## src/rtl/streaming_differencer_if.sv

```systemverilog
// -----------------------------------------------------------------------------
// streaming_differencer_if
//   Bundles the two streams of the differencer. Running sums arrive on the
//   upstream valid/ready pair. Recovered samples leave on the downstream
//   valid/ready pair, together with their frame and status flags.
//
//   slave  : view used by streaming_differencer
//            in : sum_in, sum_valid, frame_start, data_ready
//            out: sum_ready, data_out, data_valid, frame_last, range_err,
//                 sample_cnt
//   master : view used by whatever drives sums and consumes samples
//            (the opposite directions)
// -----------------------------------------------------------------------------
interface streaming_differencer_if #(
   parameter int SUM_W     = 32,
   parameter int DATA_W    = 16,
   parameter int FRAME_LEN = 16
);
   localparam int CNT_W = (FRAME_LEN > 1) ? $clog2(FRAME_LEN) : 1;

   logic [SUM_W-1:0]  sum_in;
   logic              sum_valid;
   logic              sum_ready;
   logic              frame_start;
   logic [DATA_W-1:0] data_out;
   logic              data_valid;
   logic              data_ready;
   logic              frame_last;
   logic              range_err;
   logic [CNT_W-1:0]  sample_cnt;

   modport slave (
      input  sum_in, sum_valid, frame_start, data_ready,
      output sum_ready, data_out, data_valid, frame_last, range_err, sample_cnt
   );

   modport master (
      output sum_in, sum_valid, frame_start, data_ready,
      input  sum_ready, data_out, data_valid, frame_last, range_err, sample_cnt
   );
endinterface

```

## src/rtl/streaming_differencer.sv

```systemverilog
// -----------------------------------------------------------------------------
// streaming_differencer
//   Recovers unsigned samples from a stream of running sums:
//   data_out = sum[n] - sum[n-1]. The subtraction is done modulo 2^SUM_W, so
//   wrap of the running sum is transparent. The predecessor sum restarts at
//   zero on every frame boundary (after FRAME_LEN samples, or on frame_start).
//   A difference that does not fit in DATA_W bits saturates to all-ones and
//   sets the sticky range_err flag.
//
//   Ports
//     clk    : rising-edge clock
//     reset  : asynchronous, active-high reset
//     link   : streaming_differencer_if.slave
//              sum_in/sum_valid/sum_ready  upstream running sums
//              frame_start                 next accepted sum opens a frame
//              data_out/data_valid/data_ready  recovered samples (one
//                                          registered output stage)
//              frame_last                  data_out closes its frame
//              range_err                   sticky saturation flag
//              sample_cnt                  index of next sample in the frame
// -----------------------------------------------------------------------------
module streaming_differencer #(
   parameter int SUM_W     = 32,
   parameter int DATA_W    = 16,
   parameter int FRAME_LEN = 16
) (
   input logic                   clk,
   input logic                   reset,
   streaming_differencer_if.slave link
);

   localparam int CNT_W = (FRAME_LEN > 1) ? $clog2(FRAME_LEN) : 1;
   localparam logic [CNT_W-1:0] LAST_IDX = CNT_W'(FRAME_LEN - 1);
   localparam logic [CNT_W-1:0] CNT_ONE  = CNT_W'(1);

   typedef enum logic [0:0] {
      ST_FIRST = 1'b0,   // predecessor sum is treated as zero
      ST_RUN   = 1'b1    // predecessor sum is prev_r
   } state_t;

   state_t            state_r, state_nxt_s;
   logic [SUM_W-1:0]  prev_r, prev_nxt_s, prev_eff_s, diff_s;
   logic [CNT_W-1:0]  cnt_r, cnt_nxt_s, cnt_eff_s;
   logic [DATA_W-1:0] data_out_r, sample_s;
   logic              data_valid_r, frame_last_r, range_err_r;
   logic              sum_ready_s, accept_s, last_s, fits_s;

   // True when the upper bits of a difference are clear, so it fits in DATA_W.
   function automatic logic diff_fits(input logic [SUM_W-1:0] diff);
      diff_fits = (diff[SUM_W-1:DATA_W] == {(SUM_W-DATA_W){1'b0}});
   endfunction

   // Clamp a difference to DATA_W bits, saturating to all-ones on overflow.
   function automatic logic [DATA_W-1:0] sat_sample(input logic [SUM_W-1:0] diff);
      if (diff_fits(diff)) begin
         sat_sample = diff[DATA_W-1:0];
      end else begin
         sat_sample = {DATA_W{1'b1}};
      end
   endfunction

   // Upstream handshake: the single output stage frees up when it is empty
   // or is being drained this cycle.
   assign sum_ready_s = !data_valid_r || link.data_ready;
   assign accept_s    = link.sum_valid && sum_ready_s;

   // Next-state, predecessor and frame-counter logic.
   always_comb begin
      state_nxt_s = state_r;
      prev_nxt_s  = prev_r;
      // frame_start makes the sum offered alongside it the first of a frame
      cnt_eff_s   = link.frame_start ? {CNT_W{1'b0}} : cnt_r;
      case (state_r)
         ST_FIRST: prev_eff_s = {SUM_W{1'b0}};
         ST_RUN:   prev_eff_s = link.frame_start ? {SUM_W{1'b0}} : prev_r;
         default:  prev_eff_s = {SUM_W{1'b0}};
      endcase
      diff_s    = link.sum_in - prev_eff_s;
      fits_s    = diff_fits(diff_s);
      sample_s  = sat_sample(diff_s);
      last_s    = (cnt_eff_s == LAST_IDX);
      cnt_nxt_s = cnt_eff_s;
      if (accept_s) begin
         if (last_s) begin
            // frame closes: next sum starts from a zero predecessor
            state_nxt_s = ST_FIRST;
            prev_nxt_s  = {SUM_W{1'b0}};
            cnt_nxt_s   = {CNT_W{1'b0}};
         end else begin
            state_nxt_s = ST_RUN;
            prev_nxt_s  = link.sum_in;
            cnt_nxt_s   = cnt_eff_s + CNT_ONE;
         end
      end else if (link.frame_start) begin
         // idle frame_start: only re-arm the frame
         state_nxt_s = ST_FIRST;
         prev_nxt_s  = {SUM_W{1'b0}};
      end else begin
         state_nxt_s = state_r;
      end
   end

   // FSM state, predecessor sum and frame counter registers.
   always_ff @(posedge clk or posedge reset) begin
      if (reset) begin
         state_r <= ST_FIRST;
         prev_r  <= {SUM_W{1'b0}};
         cnt_r   <= {CNT_W{1'b0}};
      end else begin
         state_r <= state_nxt_s;
         prev_r  <= prev_nxt_s;
         cnt_r   <= cnt_nxt_s;
      end
   end

   // Output stage: loads on accept, empties after a transfer with no refill.
   always_ff @(posedge clk or posedge reset) begin
      if (reset) begin
         data_out_r   <= {DATA_W{1'b0}};
         data_valid_r <= 1'b0;
         frame_last_r <= 1'b0;
         range_err_r  <= 1'b0;
      end else begin
         if (accept_s) begin
            data_out_r   <= sample_s;
            data_valid_r <= 1'b1;
            frame_last_r <= last_s;
            if (!fits_s) begin
               range_err_r <= 1'b1;
            end
         end else if (link.data_ready) begin
            data_valid_r <= 1'b0;
         end
      end
   end

   assign link.sum_ready  = sum_ready_s;
   assign link.data_out   = data_out_r;
   assign link.data_valid = data_valid_r;
   assign link.frame_last = frame_last_r;
   assign link.range_err  = range_err_r;
   assign link.sample_cnt = cnt_r;

endmodule

```

## src/flat_wrapper.sv

```systemverilog
// flat-port wrapper written by rule: the top's interface ports become plain ports
module streaming_differencer_flat 
#(
   parameter int SUM_W     = 32,
   parameter int DATA_W    = 16,
   parameter int FRAME_LEN = 16
)
  (clk, reset, link_sum_in, link_sum_valid, link_frame_start, link_data_ready, link_sum_ready, link_data_out, link_data_valid, link_frame_last, link_range_err, link_sample_cnt);
  streaming_differencer_if #(.SUM_W(SUM_W), .DATA_W(DATA_W), .FRAME_LEN(FRAME_LEN)) link_i ();
  input logic clk;
  input logic reset;
  input wire logic [$bits(link_i.sum_in)-1:0] link_sum_in;
  input wire logic [$bits(link_i.sum_valid)-1:0] link_sum_valid;
  input wire logic [$bits(link_i.frame_start)-1:0] link_frame_start;
  input wire logic [$bits(link_i.data_ready)-1:0] link_data_ready;
  output wire logic [$bits(link_i.sum_ready)-1:0] link_sum_ready;
  output wire logic [$bits(link_i.data_out)-1:0] link_data_out;
  output wire logic [$bits(link_i.data_valid)-1:0] link_data_valid;
  output wire logic [$bits(link_i.frame_last)-1:0] link_frame_last;
  output wire logic [$bits(link_i.range_err)-1:0] link_range_err;
  output wire logic [$bits(link_i.sample_cnt)-1:0] link_sample_cnt;
  assign link_i.sum_in = link_sum_in;
  assign link_i.sum_valid = link_sum_valid;
  assign link_i.frame_start = link_frame_start;
  assign link_i.data_ready = link_data_ready;
  assign link_sum_ready = link_i.sum_ready;
  assign link_data_out = link_i.data_out;
  assign link_data_valid = link_i.data_valid;
  assign link_frame_last = link_i.frame_last;
  assign link_range_err = link_i.range_err;
  assign link_sample_cnt = link_i.sample_cnt;
  streaming_differencer #(.SUM_W(SUM_W), .DATA_W(DATA_W), .FRAME_LEN(FRAME_LEN)) u_core (.clk(clk), .reset(reset), .link(link_i));
endmodule
```

## config.mk

```make
export PLATFORM = sky130hd
export DESIGN_NAME = streaming_differencer_flat
export DESIGN_NICKNAME = d
export VERILOG_FILES = /design/src/rtl/streaming_differencer_if.sv /design/src/rtl/streaming_differencer.sv /design/src/flat_wrapper.sv
export SDC_FILE = /design/constraint.sdc
export NUM_CORES = 1
export LEC_CHECK = 0
export BUFFER_PORTS_ARGS = -buffer_cell sky130_fd_sc_hd__buf_2
export CAP_MARGIN = 20
export CORE_MARGIN = 10
export CORE_UTILIZATION = 58
export CTS_BUF_LIST = sky130_fd_sc_hd__clkbuf_16
export CTS_CLUSTER_DIAMETER = 100
export DETAILED_ROUTE_END_ITERATION = 6
export GPL_TIMING_DRIVEN = 0
export PLACE_DENSITY_LB_ADDON = 0.05
export SYNTH_ARGS = -nofsm -noshare
export SYNTH_HDL_FRONTEND = slang
export SYNTH_SLANG_ARGS = --single-unit
```

## constraint.sdc

```tcl
create_clock -name clk -period 4.7 [get_ports clk]
set_clock_uncertainty 0.15 [all_clocks]
set_input_delay 0.94 -clock clk [delete_from_list [all_inputs] [get_ports clk]]
set_output_delay 0.94 -clock clk [all_outputs]
set_load 0.01 [all_outputs]
```

==> impl_results.md <==
* Status: completed
* Post-Syn Area per Cell at 8.577 µm²
* Post-CTS Hold Fix Bufs at 0
* Top-count cell post-synth: nand2_1
* Vias in the first global route at 3,873
* Clk root buf: clkbuf_16
* Pwr dens at 269.7 nW/µm²
* Seq/Total Area, Yosys at about a third
* Post-DP HPWL at 8544 µm
* Hold Path Class: reg2reg
* Syn nets at 552
* Fillers at 583
* Pre-CTS WS at -0.7101 ns
* Synth Cell Area at between 4000 and 5000 µm²
* Yosys warns at 0
* # rows at 30
* H-Tree Depth at 2
* Maximum VDD drop at 0.2081 mV
* Worst-path clk slew at 0.08 ns
* P_leak at 2.077 nW
* Top Ports at slightly above 60
* Async SR Flop Fraction at 100.0%
* Required time of the critical path at 4.71 ns
* Slowest Stage Delay on Critical Path at 0.44 ns
* Final worst slack at 0.2413 ns
* Worst-path cell chain: buf_2, nor2b_1, buf_2, buf_4, nand2_1, ha_1, o211ai_1, a21oi_1, o21a_1, or3_4, a211o_1, a221oi_2, nand4b_1, nor4_4, buf_4, a31oi_1
* Gpl congestion at 0.9396
* Clock sink count at 56
* Skew-Pair Late Insertion Delay at ~0.29 ns
* First-pass DRT Iterations at 4
* Clock tree buffer depth at 2
* Synth unique cells at 49
* Nets@finish at 621
* CTS tree: done
* Layout cell share with drive strength beyond 1 at 16.30%
* Drc violations at 0
* Cell taking the most area after synthesis: dfrtp_1
* Seq cells post-synth at 56
* Top FF cell, synth: dfrtp_1
* DR vias/cell at 6.032
* CORE AREA at 6869 µm²
* Tightest Pin Transition at 0.5871 ns
* Final Hold Fails at 0
* Crit-path slowest cell: nor4_4
* Port bufs at 60
* RSZ-0062 raised after global routing: no
* Slew Viols, Final at 0
* Post-synth EDFFs at 0
* Crit start category: input pin
* Placed Instance Area at 4574 µm²
* Total Routed Length at between 10,000 and 15,000 µm
* Area taken by flip-flops and latches at 1401 µm²
* Critical path buffers and inverters at 4
* Die W at approximately 100 µm
* Cts bufs inserted at 5
* Die height at 104.4 µm
* Share of the synthesized area in the top cell type at 33.90%
* First-pass GRT wire length at 18,550 µm
* Area Growth Syn to Fin at 15.22%
* Top cells by area, synth: dfrtp_1 (34%), ha_1 (9.7%), a22o_1 (6.8%), nand2_1 (5.4%), a21oi_1 (4.6%)
* Initial Utilization at 60.18%
* WL per Instance at 17.13 µm
* Total of max-cap violations at 0
* Period Utilization, post-route at 94.86%
* Final instance area at 4763 µm²
* Fmax at 224.3 MHz
* Slew margin rel. at 60.53%
* Final min period at about 4.5 ns
* Synth top cells by count: nand2_1 (60), dfrtp_1 (56), nor2_1 (46)
* Crit path DAT at between 4 and 5 ns
* Initial antenna violation count at 0
* Cell family with most CP delay: compound AO/OA/AOI/OAI gates
* Total grt overflow at 0
* ANT cells at 0
* Footprint of the multi-input gates at 2587 µm²
* Starting DRT DRC Count at 197
* Crit path capture type: flip-flop
* Full die area at 10,900 µm²
* Cells after Synth at 482
* Final setup viols at 0
* DR vias at 3,909
* Max FO, Critical Path at 10
* Crit path kind: in2reg
* Antenna Nets Post-Route at 0
* Largest net degree at the start of global routing at 38
* Global-route usage over all layers at 19.85%
layout by cell type (no fill, tap or decap), types with 14 or more instances in the layout:
cell type	netlist	layout
ha_1	32	32
nand2_1	60	60
o21ai_0	18	18
buf_2	1	62
a21oi_1	38	37
clkbuf_1	24	17
a31oi_1	17	17
dfrtp_1	56	56
xor2_1	14	14
nor2_1	46	46
a21o_1	15	15
a22o_1	32	32
tightest hold or removal path, stage by stage, from the launching register on:
cell     delay [ns]
dfrtp_1        0.34
nand2_1        0.05
nand2_1        0.06
through the flow:
stage	std cells	hold WS [ns]	utilization [%]	power [mW]	TNS (ns)
final	648	0.3231	69.34	1.284	0
after global routing	648	0.3689	69.34	1.354	0
after detailed placement	639	0.3100	66.59	0.8987	-10.76
after CTS	649	0.3290	69.14	1.286	0
after floorplan	482	0.3079	-	0.7978	0
after global placement	638	0.3062	66.30	0.8902	-10.58
registers in the layout, summed over array words and instances (netlist names):
register and flops:
u_core.link.sample_cnt 4, u_core.state_r 1, u_core.link.data_valid 1, u_core.link.frame_last 1, u_core.prev_r 32, u_core.link.data_out 16, u_core.link.range_err 1
report_power, final:
group          leakage [nW]  switching [mW]  internal, mW  total, mW
registers             0.653          0.0142         0.508      0.522
logic                  1.35           0.230         0.152      0.381
clock network        0.0702           0.182         0.199      0.381
total                  2.08           0.426         0.859       1.28
per-layer routing:
layer / wire length [µm] / share of wire, % / track usage, %
met5: 0 / 0 / 0
met4: 244 / 2.2 / 5.964
met1: 5016 / 45 / 25.12
met2: 5248 / 47 / 33.53
met3: 587 / 5.3 / 3.346
kinds of logic (layout without fill, tap and decap cells):
group | after synthesis | after routing | share of synthesized area (%)
multiplexers | 2 | 2 | 0.5448
flip-flops | 56 | 56 | 33.90
buffers and inverters | 38 | 108 | 3.844
XOR/XNOR | 24 | 24 | 5.085
adder cells (fa/ha/maj) | 33 | 33 | 10.17
AO/OA/AOI/OAI | 159 | 159 | 27.00
AND/OR/NAND/NOR | 170 | 170 | 19.46
final timing paths:
path / slack [ns] / endpoint / cells past startpoint / startpoint
min in group asynchronous: 0.51 / u_core.prev_r[24] / 2 / reset
max in group asynchronous: 3.34 / u_core.link.data_out[13] / 3 / reset
setup / recovery: 0.24 / u_core.link.data_out[0] / 16 / link_frame_start
hold / removal: 0.32 / u_core.link.frame_last / 2 / u_core.link.frame_last
hold reg to reg: 0.32 / u_core.link.frame_last / 2 / u_core.link.frame_last
setup reg to reg: 0.69 / u_core.link.data_out[0] / 15 / u_core.state_r
what timing repair did:
action / in CTS / in global routing
setup endpoints to repair: 17 / 17
setup buffers: 2 / 1
gates resized for setup: 4 / 13
pin swaps: 1 / 3
cell type report:
| cell class | count | area share (%) |
|---|---|---|
| flip-flops and latches | 56 | 29.42 |
| plain buffers | 25 | 2.600 |
| multi-input cells | 388 | 54.32 |
| repair buffers | 64 | 7.197 |
| clock inverters | 3 | 0.4465 |
| clock buffers | 5 | 2.627 |
| well taps | 96 | 2.522 |
| inverters | 11 | 0.8668 |
No activity file was read; power rests on OpenSTA's default activity.
